File: src/rtl/obc_dft_sequencer.sv
// Bit-serial OBC DFT output-stage sequencer: streams one bit-slice per cycle to
// the external ROM bank and shift-accumulates its summed output into y_out.
module obc_dft_sequencer #(
   parameter int N      = 16,
   parameter int DATA_W = 16,
   parameter int ACC_W  = 32
) (
   input  logic                    clk,
   input  logic                    rst_n,
   input  logic                    start,
   input  logic [N*DATA_W-1:0]     x_in,
   output logic [N-1:0]            bit_slice,
   input  logic signed [ACC_W-1:0] rom_sum,
   input  logic signed [ACC_W-1:0] rom_offset,
   output logic                    busy,
   output logic signed [ACC_W-1:0] y_out,
   output logic                    y_valid,
   output logic                    done
);

   localparam int CNT_W = (DATA_W > 1) ? $clog2(DATA_W) : 1;
   localparam logic [CNT_W-1:0] LAST = CNT_W'(DATA_W - 1);

   localparam logic [1:0] IDLE  = 2'd0;
   localparam logic [1:0] ACCUM = 2'd1;
   localparam logic [1:0] FINAL = 2'd2;

   logic [1:0]              state;
   logic [CNT_W-1:0]        cnt;
   logic signed [ACC_W-1:0] acc;
   logic [N*DATA_W-1:0]     sreg;
   logic [N*DATA_W-1:0]     sreg_shr;
   logic signed [ACC_W:0]   sum_ext;

   // One guard bit keeps the carry of acc + rom_sum before the halving shift.
   assign sum_ext = {acc[ACC_W-1], acc} + {rom_sum[ACC_W-1], rom_sum};

   assign busy = (state != IDLE);

   always_comb begin
      sreg_shr  = '0;
      bit_slice = '0;
      for (int j = 0; j < N; j++) begin
         sreg_shr[j*DATA_W +: DATA_W] = {1'b0, sreg[j*DATA_W+1 +: DATA_W-1]};
         bit_slice[j]                 = sreg[j*DATA_W];
      end
   end

   // The MSB slice carries negative weight, so it is subtracted without a shift.
   always_ff @(posedge clk or negedge rst_n) begin
      if (!rst_n) begin
         state   <= IDLE;
         cnt     <= '0;
         acc     <= '0;
         sreg    <= '0;
         y_out   <= '0;
         y_valid <= 1'b0;
         done    <= 1'b0;
      end else begin
         y_valid <= 1'b0;
         done    <= 1'b0;
         case (state)
            IDLE: begin
               if (start) begin
                  sreg  <= x_in;
                  acc   <= '0;
                  cnt   <= '0;
                  state <= ACCUM;
               end
            end
            ACCUM: begin
               sreg <= sreg_shr;
               if (cnt == LAST) begin
                  acc   <= acc - rom_sum;
                  state <= FINAL;
               end else begin
                  acc <= ACC_W'(sum_ext >>> 1);
                  cnt <= cnt + CNT_W'(1);
               end
            end
            FINAL: begin
               y_out   <= acc + rom_offset;
               y_valid <= 1'b1;
               done    <= 1'b1;
               cnt     <= '0;
               state   <= IDLE;
            end
            default: state <= IDLE;
         endcase
      end
   end

endmodule
File: config.mk
export PLATFORM = sky130hd
export DESIGN_NAME = obc_dft_sequencer
export DESIGN_NICKNAME = d
export VERILOG_FILES = /design/src/rtl/obc_dft_sequencer.sv
export SDC_FILE = /design/constraint.sdc
export NUM_CORES = 1
export LEC_CHECK = 0
export CORE_ASPECT_RATIO = 0.9
export CORE_MARGIN = 5
export CORE_UTILIZATION = 48
export DETAILED_ROUTE_END_ITERATION = 8
export MAX_ROUTING_LAYER = met4
export PLACE_DENSITY_LB_ADDON = 0.05
export SYNTH_ARGS = -nofsm -noshare
export SYNTH_HDL_FRONTEND = slang
export SYNTH_SLANG_ARGS = --single-unit
File: constraint.sdc
create_clock -name clk -period 2.78 [get_ports clk]
set_input_delay 0.556 -clock clk [delete_from_list [all_inputs] [get_ports clk]]
set_output_delay 0.556 -clock clk [all_outputs]
set_load 0.02 [all_outputs]
==> out/results.txt <==
Status: complete, but fails checks
Failing checks: negative setup slack
Die W: 225.8 um
Placed cell count: 3378
Setup CP Type: flip-flop to flip-flop
Cell Pwr Density: 1053 nW/um^2
GRT Util Overall: 0.2814
Seq/Total Area, Yosys: 0.4067
Combined area of the multi-input logic cells: 11550 um^2
Final Hold Fails: 0
Starting Density: 0.4829
Proportion of layout cells with a drive suffix above 1: 0.1712
Share of flip-flops with an asynchronous set or reset: 1.000
Largest net degree at the start of global routing: 181
Min-Delay Path Class: flip-flop to flip-flop
Max Cap Viol: 0
Mapped Nets: 2793
Leakage: 11.77 nW
Final std cells w/o fill: 3474
Initial antenna violation count: 7
Vias/cell: 5.586
Die H: 204.2 um
Cells traversed along the worst timing path: buf_4, ha_2, buf_4, a211oi_4, o21bai_2, a21oi_2, o31ai_4, a31o_4, a311o_4, a311oi_4, xor2_1, o21ai_1
Relative slew slack: 0.4237
Met1 Track Usage GR: 0.3814
Crit path DAT: 3.34 ns
Storage element area: 8192 um^2
Clk Latency, worst-skew pair: 0.55 ns
Vias in the first global route: 19464
Clock transition at the registers of the reported paths: 0.06 ns
Total CTS buffers: 38
IO Port Bufs: 373
DPL Wire Length: 46.60 mm
Maximum level of the CTS H-tree: 2
Met3 Resource Use GR: 0.03662
Crit end category: flip-flop
CP max stage delay: 0.42 ns
Clock skew: 0.01538 ns
CP most frequent cell: buf_4
Synth Flop Type: dfrtp_1
Crit path time final: 2.932 ns
WL/cell: 18.58 um
Top delay family on crit path: compound AO/OA/AOI/OAI gates
Max FO, Critical Path: 5
Clk root buf: clkbuf_16
CORE AREA: 41660 um^2
M2 GR Usage: 0.4465
FILL cells: 3484
DR iter-0 viols: 1437
Unique masters post-synth: 81
ANT nets after route: 0
CP bufs+invs: 2
Vias: 19407
Final Max Tran Viols: 0
Die area: 46120 um^2
Drc violations: 0
Pre-antenna DRT Iters: 6
Placer Congestion: 0.9608
Part of the cycle the worst path needs: 1.055
Mapped Cells: 2372
Total wire length: 64.54 mm
CTS Buffer Depth: 3
Layout Nets: 3312
Post-route setup slack: -0.1519 ns
Mean Syn Cell Area: 8.483 um^2
Unrepaired setup endpoints after global routing: yes
Cell Rows: 71
Req. time, crit path: 3.19 ns
Max Fclk: 341.1 MHz
Gr busiest metal: met2
Ports: 374
First-pass GRT wire length: 103.5 mm
Fin Hold WS: 0.4761 ns
P&R area growth vs syn: 41.15%
TritonCTS clock tree: done
Synth warn: 0
CTS Sinks: 327
Slowest CP cell: dfrtp_1
Worst vdd ir: 0.0005954 V
Final setup violation count: 13
Remaining Overflow, GRT: 0
Setup crit start kind: flip-flop
Layout Utilization: 0.6816
Netlist Area Pre-Place: 20120 um^2
EDFF count, synth: 0
Least-Margin Pin Slew: 0.8613 ns
Seq cells post-synth: 327
final cells by class:
class                           count  area share
Antenna cell                        7   0.0006168
Clock buffer                       50     0.03793
Clock inverter                     19     0.01075
Inverter                           70    0.009516
Multi-Input combinational cell   1771      0.4066
Sequential cell                   327      0.2884
Tap cell                          547     0.02410
Timing Repair Buffer              683      0.2220
placed cells by master (no fill, tap or decap), types with 18 or more instances in the layout:
| cell | instances |
|---|---|
| buf_4 | 280 |
| a21oi_1 | 310 |
| ha_1 | 77 |
| clkdlybuf4s50_1 | 365 |
| a22o_1 | 18 |
| dfrtp_1 | 324 |
| inv_1 | 64 |
| o21ai_0 | 300 |
| nor3_1 | 24 |
| nand2_1 | 324 |
| nor3b_1 | 247 |
| clkbuf_16 | 39 |
| nor2_1 | 78 |
| xnor2_1 | 58 |
worst register-to-register path, stage by stage (launching register included):
cell      delay [ns]
dfrtp_1         0.42
buf_4           0.15
ha_2            0.17
buf_4           0.14
a211oi_4        0.22
o21bai_2        0.10
a21oi_2         0.21
o31ai_4         0.09
a31o_4          0.27
a311o_4         0.35
a311oi_4        0.39
xor2_1          0.21
o21ai_1         0.07
per-layer routing:
layer / vias up / part of all wire / wire length (um)
li1: 9432 / - / -
met1: 9384 / 0.45 / 28760
met2: 484 / 0.48 / 30950
met3: 107 / 0.049 / 3150
met4: 0 / 0.026 / 1676
met5: - / 0 / 0
final timing paths:
path | depth (start not counted) | slack, ns | end | start
max | 12 | -0.15 | y_out[25]$_DFFE_PN0P_ | acc[0]$_DFFE_PN0P_
min | 2 | 0.48 | sreg[236]$_DFFE_PN0P_ | sreg[236]$_DFFE_PN0P_
max reg2reg | 12 | -0.15 | y_out[25]$_DFFE_PN0P_ | acc[0]$_DFFE_PN0P_
min reg2reg | 2 | 0.48 | sreg[236]$_DFFE_PN0P_ | sreg[236]$_DFFE_PN0P_
max in group asynchronous | 3 | 1.43 | sreg[179]$_DFFE_PN0P_ | rst_n
min in group asynchronous | 2 | 0.56 | sreg[53]$_DFFE_PN0P_ | rst_n
state kept, by name, summed over array words and instances (netlist names):
| register | cells |
|---|---|
| state | 2 |
| acc | 32 |
| y_out | 32 |
| sreg | 256 |
| cnt | 4 |
| done | 1 |
kinds of logic after synthesis:
| logic type | after synthesis | share of synthesized area |
|---|---|---|
| simple gates | 760 | 0.1990 |
| xor+xnor | 79 | 0.03439 |
| compound gates | 833 | 0.2412 |
| mux | 1 | 0.0004975 |
| fa+ha+maj | 98 | 0.06206 |
| buf+inv | 274 | 0.05621 |
| flops | 327 | 0.4067 |
synth_stat cells (all sizes together), types with 4 or more instances:
library cell | count | share of area
a2111oi | 4 | 0.0021
a211o | 5 | 0.0022
a211oi | 12 | 0.0055
a21o | 21 | 0.0080
a21oi | 321 | 0.080
a221o | 4 | 0.0020
a22o | 18 | 0.0078
a22oi | 12 | 0.0045
a311oi | 5 | 0.0034
a31oi | 15 | 0.0047
a41oi | 4 | 0.0017
and2 | 5 | 0.0016
and3 | 5 | 0.0016
buf | 47 | 0.014
clkbuf | 157 | 0.029
dfrtp | 327 | 0.41
ha | 95 | 0.059
inv | 68 | 0.013
nand2 | 327 | 0.061
nand2b | 9 | 0.0028
nand3 | 17 | 0.0042
nand4 | 10 | 0.0031
nor2 | 80 | 0.015
nor2b | 11 | 0.0034
nor3 | 26 | 0.0065
nor3b | 247 | 0.092
nor4 | 4 | 0.0012
o2111ai | 4 | 0.0021
o211ai | 10 | 0.0042
o21a | 7 | 0.0026
o21ai | 322 | 0.080
o21bai | 18 | 0.0069
o221ai | 4 | 0.0017
o22ai | 4 | 0.0012
o31a | 5 | 0.0022
o31ai | 18 | 0.0070
or2 | 4 | 0.0012
or3 | 8 | 0.0025
xnor2 | 62 | 0.027
xor2 | 17 | 0.0074
repair_timing:
action                                  4_1_cts  5_1_grt
hold buffers                                  1        0
cloned                                        0        1
endpoints found under the hold margin        50        0
endpoints found under the setup margin       20       27
gates resized for setup                      75       63
pin swaps                                    59       45
setup buffers                                 8       12
where the power goes:
part	switching, mW	internal, mW
logic	8.50	7.88
registers	1.28	6.75
clock network	2.10	3.40
total	11.9	18.0
metrics by stage:
stage                TNS, ns  area (um^2)  setup slack [ns]  power (mW)
floorplan           -0.06698        20260          -0.02712       17.11
global placement      -22.94        26210           -0.9144       22.85
detailed placement    -24.90        26210            -1.015       23.18
CTS                  -0.4598        28010          -0.09823       29.36
global route          -3.607        28400           -0.2903       32.05
finish                -1.079        28400           -0.1519       29.91
(Power assumes the default switching activity.)
